<file path="src/rtl/hi_iso14443a.sv">
// ISO 14443-A high-frequency front end: per-bit-window pause/subcarrier detection,
// SSP bit framing toward the host and antenna driver gating for tag/reader modulation.
module hi_iso14443a #(
  parameter logic [7:0] PAUSE_TH = 8'd40,
  parameter logic [7:0] SUBC_TH  = 8'd24
) (
  input  logic       ck_1356meg,
  input  logic       rst,
  input  logic       ck_1356megb,
  input  logic       pck0,
  input  logic       cross_hi,
  input  logic       cross_lo,
  input  logic [7:0] adc_d,
  input  logic [2:0] mod_type,
  input  logic       ssp_dout,
  output logic       adc_clk,
  output logic       ssp_clk,
  output logic       ssp_frame,
  output logic       ssp_din,
  output logic       pwr_hi,
  output logic       pwr_lo,
  output logic       pwr_oe1,
  output logic       pwr_oe2,
  output logic       pwr_oe3,
  output logic       pwr_oe4,
  output logic       dbg
);

  typedef enum logic [2:0] {
    ModeSniffer      = 3'b000,
    ModeTagListen    = 3'b001,
    ModeTagMod       = 3'b010,
    ModeReaderListen = 3'b011,
    ModeReaderMod    = 3'b100
  } mode_e;

  mode_e      mode;

  logic [6:0] cnt_q, cnt_d;
  logic       frame_q, frame_d;
  logic       din_q, din_d;
  logic       mod_bit_q, mod_bit_d;
  logic       oe_q, oe_d;
  logic [7:0] min_q, min_d;
  logic [7:0] max_q, max_d;
  logic       pause_q, pause_d;

  logic       win_end;
  logic [7:0] win_min;
  logic [7:0] win_max;
  logic [7:0] win_swing;
  logic       win_pause;
  logic       win_subc;
  logic       win_result;

  logic       unused_inputs;
  assign unused_inputs = ^{pck0, cross_hi, cross_lo};

  // Reserved encodings fall back to sniffing.
  always_comb begin
    mode = ModeSniffer;
    case (mod_type)
      3'b001:  mode = ModeTagListen;
      3'b010:  mode = ModeTagMod;
      3'b011:  mode = ModeReaderListen;
      3'b100:  mode = ModeReaderMod;
      default: mode = ModeSniffer;
    endcase
  end

  // Window statistics include the current sample so the last clock of a window counts.
  always_comb begin
    win_end   = (cnt_q[3:0] == 4'hf);
    win_min   = (adc_d < min_q) ? adc_d : min_q;
    win_max   = (adc_d > max_q) ? adc_d : max_q;
    win_pause = pause_q | (adc_d < PAUSE_TH);
    win_swing = win_max - win_min;
    win_subc  = (win_swing > SUBC_TH);
  end

  always_comb begin
    win_result = win_pause | win_subc;
    case (mode)
      ModeTagListen,
      ModeTagMod:       win_result = win_pause;
      ModeReaderListen,
      ModeReaderMod:    win_result = win_subc;
      default:          win_result = win_pause | win_subc;
    endcase
  end

  always_comb begin
    cnt_d     = cnt_q + 7'd1;
    frame_d   = (cnt_q[6:4] == 3'd0);
    din_d     = din_q;
    mod_bit_d = mod_bit_q;
    oe_d      = (mode == ModeTagMod) & mod_bit_q & cnt_q[3];
    min_d     = win_min;
    max_d     = win_max;
    pause_d   = win_pause;

    if (cnt_q[3:0] == 4'h8) begin
      mod_bit_d = ssp_dout;
    end

    if (win_end) begin
      din_d   = win_result;
      min_d   = 8'hff;
      max_d   = 8'h00;
      pause_d = 1'b0;
    end
  end

  always_ff @(posedge ck_1356meg) begin
    if (rst) begin
      cnt_q     <= 7'd0;
      frame_q   <= 1'b0;
      din_q     <= 1'b0;
      mod_bit_q <= 1'b0;
      oe_q      <= 1'b0;
      min_q     <= 8'hff;
      max_q     <= 8'h00;
      pause_q   <= 1'b0;
    end else begin
      cnt_q     <= cnt_d;
      frame_q   <= frame_d;
      din_q     <= din_d;
      mod_bit_q <= mod_bit_d;
      oe_q      <= oe_d;
      min_q     <= min_d;
      max_q     <= max_d;
      pause_q   <= pause_d;
    end
  end

  // Carrier gating is combinational on the inverted clock; reset blanks the modulated case.
  always_comb begin
    pwr_hi = 1'b0;
    case (mode)
      ModeReaderListen: pwr_hi = ck_1356megb;
      ModeReaderMod:    pwr_hi = ck_1356megb & ~mod_bit_q & ~rst;
      default:          pwr_hi = 1'b0;
    endcase
  end

  assign adc_clk   = ck_1356meg;
  assign ssp_clk   = cnt_q[3];
  assign ssp_frame = frame_q;
  assign ssp_din   = din_q;
  assign dbg       = din_q;
  assign pwr_lo    = 1'b0;
  assign pwr_oe1   = oe_q;
  assign pwr_oe2   = 1'b0;
  assign pwr_oe3   = oe_q;
  assign pwr_oe4   = oe_q;

endmodule

</file>
<file path="config.mk">
export PLATFORM = sky130hd
export DESIGN_NAME = hi_iso14443a
export DESIGN_NICKNAME = d
export VERILOG_FILES = /design/src/rtl/hi_iso14443a.sv
export SDC_FILE = /design/constraint.sdc
export NUM_CORES = 1
export LEC_CHECK = 0
export ABC_CLOCK_PERIOD_IN_PS = 3900
export CAP_MARGIN = 5
export CORE_UTILIZATION = 39
export CTS_CLUSTER_SIZE = 8
export DETAILED_ROUTE_END_ITERATION = 8
export REMOVE_ABC_BUFFERS = 1
export SETUP_SLACK_MARGIN = 0.5
export SLEW_MARGIN = 20
export SYNTH_ARGS = -nofsm -noshare
export SYNTH_HDL_FRONTEND = slang
export SYNTH_SLANG_ARGS = --single-unit
</file>
<file path="constraint.sdc">
create_clock -name ck_1356meg -period 3.9 [get_ports ck_1356meg]
set_clock_uncertainty 0.1 [all_clocks]
set_input_delay 0.78 -clock ck_1356meg [delete_from_list [all_inputs] [get_ports ck_1356meg]]
set_output_delay 0.78 -clock ck_1356meg [all_outputs]
set_load 0.1 [all_outputs]
</file>
* After elaboration in Yosys (flattened, before gate mapping) *
Cells that the tools add are included.

word-level totals
  logic and storage cells = 41
  bits in registers = 28
  ROM bits = 0
  RAM bits = 0
  output and inout port bits = 11
  latch bits = 0
  memories kept = 0
  input port bits = 18

operators by class
  div/mod/pow operators = 0
  $mul = 0
  mux-type cells = 5
  reduce and logical (&&, ||, !) cells = 4
  add/sub/neg operators = 2
  $lt $le $gt $ge = 4
  bitwise logic cells = 8
  eq/ne operators = 10
  shifts and indexed selects = 0

operators by type and width
  operator               number
  $mux W8                2
  $eq A3 B2 Y1 const B   4
  $pmux W3 S4            1
  $eq A4 B4 Y1 const B   2
  $gt A8 B5 Y1 const B   1
  $gt A8 B8 Y1           1
  $lt A8 B6 Y1 const B   1
  $lt A8 B8 Y1           1
  $sub A8 B8 Y8          1
  $add A7 B1 Y7 const B  1
  $eq A3 B1 Y1 const B   2
  $eq A3 B3 Y1 const B   2
  $reduce_or A2 Y1       3
  $and A1 B1 Y1          4
  $pmux W1 S2            2
  $logic_not A3 Y1       1
  $not A1 Y1             2
  $or A1 B1 Y1           2

* Depth between registers and ports, before layout *
  word-level depth = 6
  mapped depth = 18
  mapped depth without buffers = 17

==> flow_summary.json <==
{
  "grt_first_pass_wirelength_mm": 7.010,
  "finalWorstSetupSlack_ps": 505.3,
  "synth_cells": 225,
  "reg2regPathDepth": 19,
  "fp.dieW_um": 71.74,
  "synth-main-ff-cell": "dfxtp_1",
  "cp-start-kind": "input pin",
  "max-vdd-ir-drop_uv": 509.7,
  "slew_headroom_pct": 35.21,
  "cts_tree": "done",
  "critPathMaxFanout": 3,
  "hp-start": "cnt_q[6]",
  "clock_latency_ps": 390,
  "layout_commonest_cell": "buf_4",
  "fp.coreArea_um2": 4692,
  "rr_endpoint": "dbg",
  "cp_slowest_cell": "a2111o_1",
  "num_vias": 1630,
  "ys_ff_latch": 28,
  "ant_nets": 0,
  "die_area_um2": 5147,
  "synth-edff-count": 0,
  "overflow": 0,
  "fmax_ghz": 0.2946,
  "critPathRequiredTime_ps": 4080,
  "cts.clk_slew.worst_paths_ps": 100,
  "die_height_um": 71.74,
  "syn2layout_area_growth_pct": 40.83,
  "postCtsHoldBufs": 0,
  "path_cells": "buf_8, ha_1, a2111o_1, a31oi_4, buf_6, a21oi_2, ha_1, nor2b_1, o21ai_1, nand2b_1, buf_4, buf_4, xnor2_1, a31oi_1, o21a_1, o211ai_2, o211ai_2",
  "first_iter_violations": 56,
  "max_cap_violations": 0,
  "worstHoldPathCells": 1,
  "r2r_setup_slack_ps": 610,
  "avgSynthCellArea_um2": 8.430,
  "most-common-layout-cells": "buf_4, nor2_1, dfxtp_1",
  "worstPathArrival_ps": 3580,
  "leakagePower_uw": 0.001187,
  "period_share_pct": 87.04,
  "synth.area.top_cells": "dfxtp_1, ha_1, nor2_1",
  "rsz0062_at_grt": "true",
  "cp_slowest_stage_delay_ps": 480,
  "setup.worst_path.end_class": "flip-flop",
  "worst_pin_slew_ps": 968.8,
  "grt_max_degree": 17,
  "nets": 322,
  "grt_pass1_vias": 1580,
  "cp.depth": 17,
  "yosysTopAreaCellShare_pct": 29.55,
  "port_buffers": 23,
  "final_max_slew_viol_count": 0,
  "drc": 0,
  "synthArstFlopShare_pct": 0,
  "utilization_pct": 56.93,
  "rr_startpoint": "max_q[7]",
  "dr.pass1.iters": 4,
  "initial_utilization_pct": 40.43,
  "dp_hpwl_mm": 3.004,
  "place_ws_ps": -451.8,
  "status": "finished clean",
  "yosys.area.top_type": "dfxtp_1",
  "critPathTopFamily": "compound AO/OA/AOI/OAI gates",
  "routed_wl_mm": 4.094,
  "power_density_nw_per_um2": 477.7,
  "netlist_area_um2": 1897,
  "setup-violations-final": 0,
  "hold_path_end": "ssp_frame",
  "rows": 25,
  "holdWs_ps": 360.9,
  "wire_per_inst_um": 12.29,
  "yosysSeqAreaShare_pct": 29.55,
  "path_class": "in2reg",
  "place.gp.congestion": 0.7488,
  "avgViaCountPerCell": 4.895,
  "min_path_type": "reg2reg",
  "grt.total_usage_pct": 17.58,
  "diodes": 0,
  "synthDistinctLibCells": 46,
  "fin_crit_ps": 3395,
  "hold_violations": 0,
  "cp_num_buf_inv": 4,
  "ios": 29,
  "drive_above_1_share_pct": 33.33,
  "antenna_found_initial": 0,
  "ys_warn_count": 0
}
[routing by layer]
layer,vias to the layer above,GRT usage [%],wire length [um]
li1,864,-,-
met1,740,23.30,2006
met2,18,28.09,1912
met3,8,3.657,107
met4,0,6.754,67
met5,-,0,0
[where the power goes]
group          internal (uW)  leakage (uW)  total [uW]  switching, uW
Combinational            283      0.000894         553            270
Clock                    210     0.0000612         399            189
Sequential               312      0.000231         324           12.2
[cells in the mapped netlist (all sizes together) (2+ instances only)]
| master | n |
|---|---|
| nor2 | 32 |
| dfxtp | 28 |
| ha | 23 |
| inv | 22 |
| a21oi | 13 |
| nand2 | 12 |
| xnor2 | 10 |
| o21ai | 9 |
| buf | 8 |
| and2 | 5 |
| mux2i | 5 |
| nand2b | 5 |
| nor2b | 5 |
| o211ai | 5 |
| clkbuf | 4 |
| a31oi | 3 |
| and4 | 3 |
| mux2 | 3 |
| nand3 | 3 |
| xor2 | 3 |
| a21boi | 2 |
| and3 | 2 |
| nand4 | 2 |
| nor4 | 2 |
| o21a | 2 |
[state kept, by name (all words and copies together) (netlist names)]
signal     count
min_q          8
mod_bit_q      1
max_q          8
ssp_frame      1
dbg            1
pause_q        1
pwr_oe1        1
cnt_q          7
[per-stage QoR]
step | instance area, um^2 | setup TNS [ps] | cells | total power, uW
floorplan | 1832 | -383.7 | 214 | 627.9
global placement | 2350 | -434.0 | 319 | 886.6
detailed placement | 2350 | -451.8 | 319 | 891.0
CTS | 2623 | 0 | 331 | 1264
global route | 2671 | 0 | 333 | 1368
finish | 2671 | 0 | 333 | 1276
[timing repair]
action / 4_1_cts / 5_1_grt
gates resized for setup: 60 / 18
pin swaps: 25 / 13
cloned: 0 / 0
buffers inserted: 5 / 2
setup endpoints to repair: 2 / 1
[final cells by class]
type	count	area (um^2)
Multi-Input combinational cell	164	1368
Fill cell	422	2021
Timing Repair Buffer	57	474.2
Sequential cell	28	561.8
Clock buffer	7	87.58
Clock inverter	1	30.03
Tap cell	54	67.56
Inverter	22	82.58
[cell families (layout without fill, tap and decap cells)]
family / count (synthesis) / in the layout / share of synthesized area, %
DFF: 28 / 28 / 29.55
muxes: 8 / 8 / 4.420
other: 1 / 2 / 0.1977
buffers and inverters: 34 / 87 / 7.981
AOI/OAI and AO/OA: 43 / 43 / 16.56
xor gates and xnor gates: 13 / 13 / 6.003
adders and majority gates: 25 / 25 / 16.82
and+or+nand+nor: 73 / 73 / 18.47
[worst max-delay path by stage]
stage / slack (ps) / startpoint / to
3_3_place_gp: -430 / adc_d[1] / dbg
3_5_place_dp: -450 / adc_d[1] / dbg
4_1_cts: 520 / adc_d[0] / dbg
6_report: 510 / adc_d[1] / dbg
5_1_grt: 380 / adc_d[1] / dbg
2_1_floorplan: -210 / adc_d[7] / dbg
[worst reg2reg max path, delay by kind of cell, from the launching register on]
kind | cells | cell delay [ps]
AND/OR/NAND/NOR | 3 | 370
flip-flops | 1 | 330
multiplexers | 1 | 240
XOR/XNOR | 1 | 140
buffers and inverters | 5 | 630
AO/OA/AOI/OAI | 7 | 890
adder cells (fa/ha/maj) | 2 | 490
No activity file was read; power rests on OpenSTA's default activity.
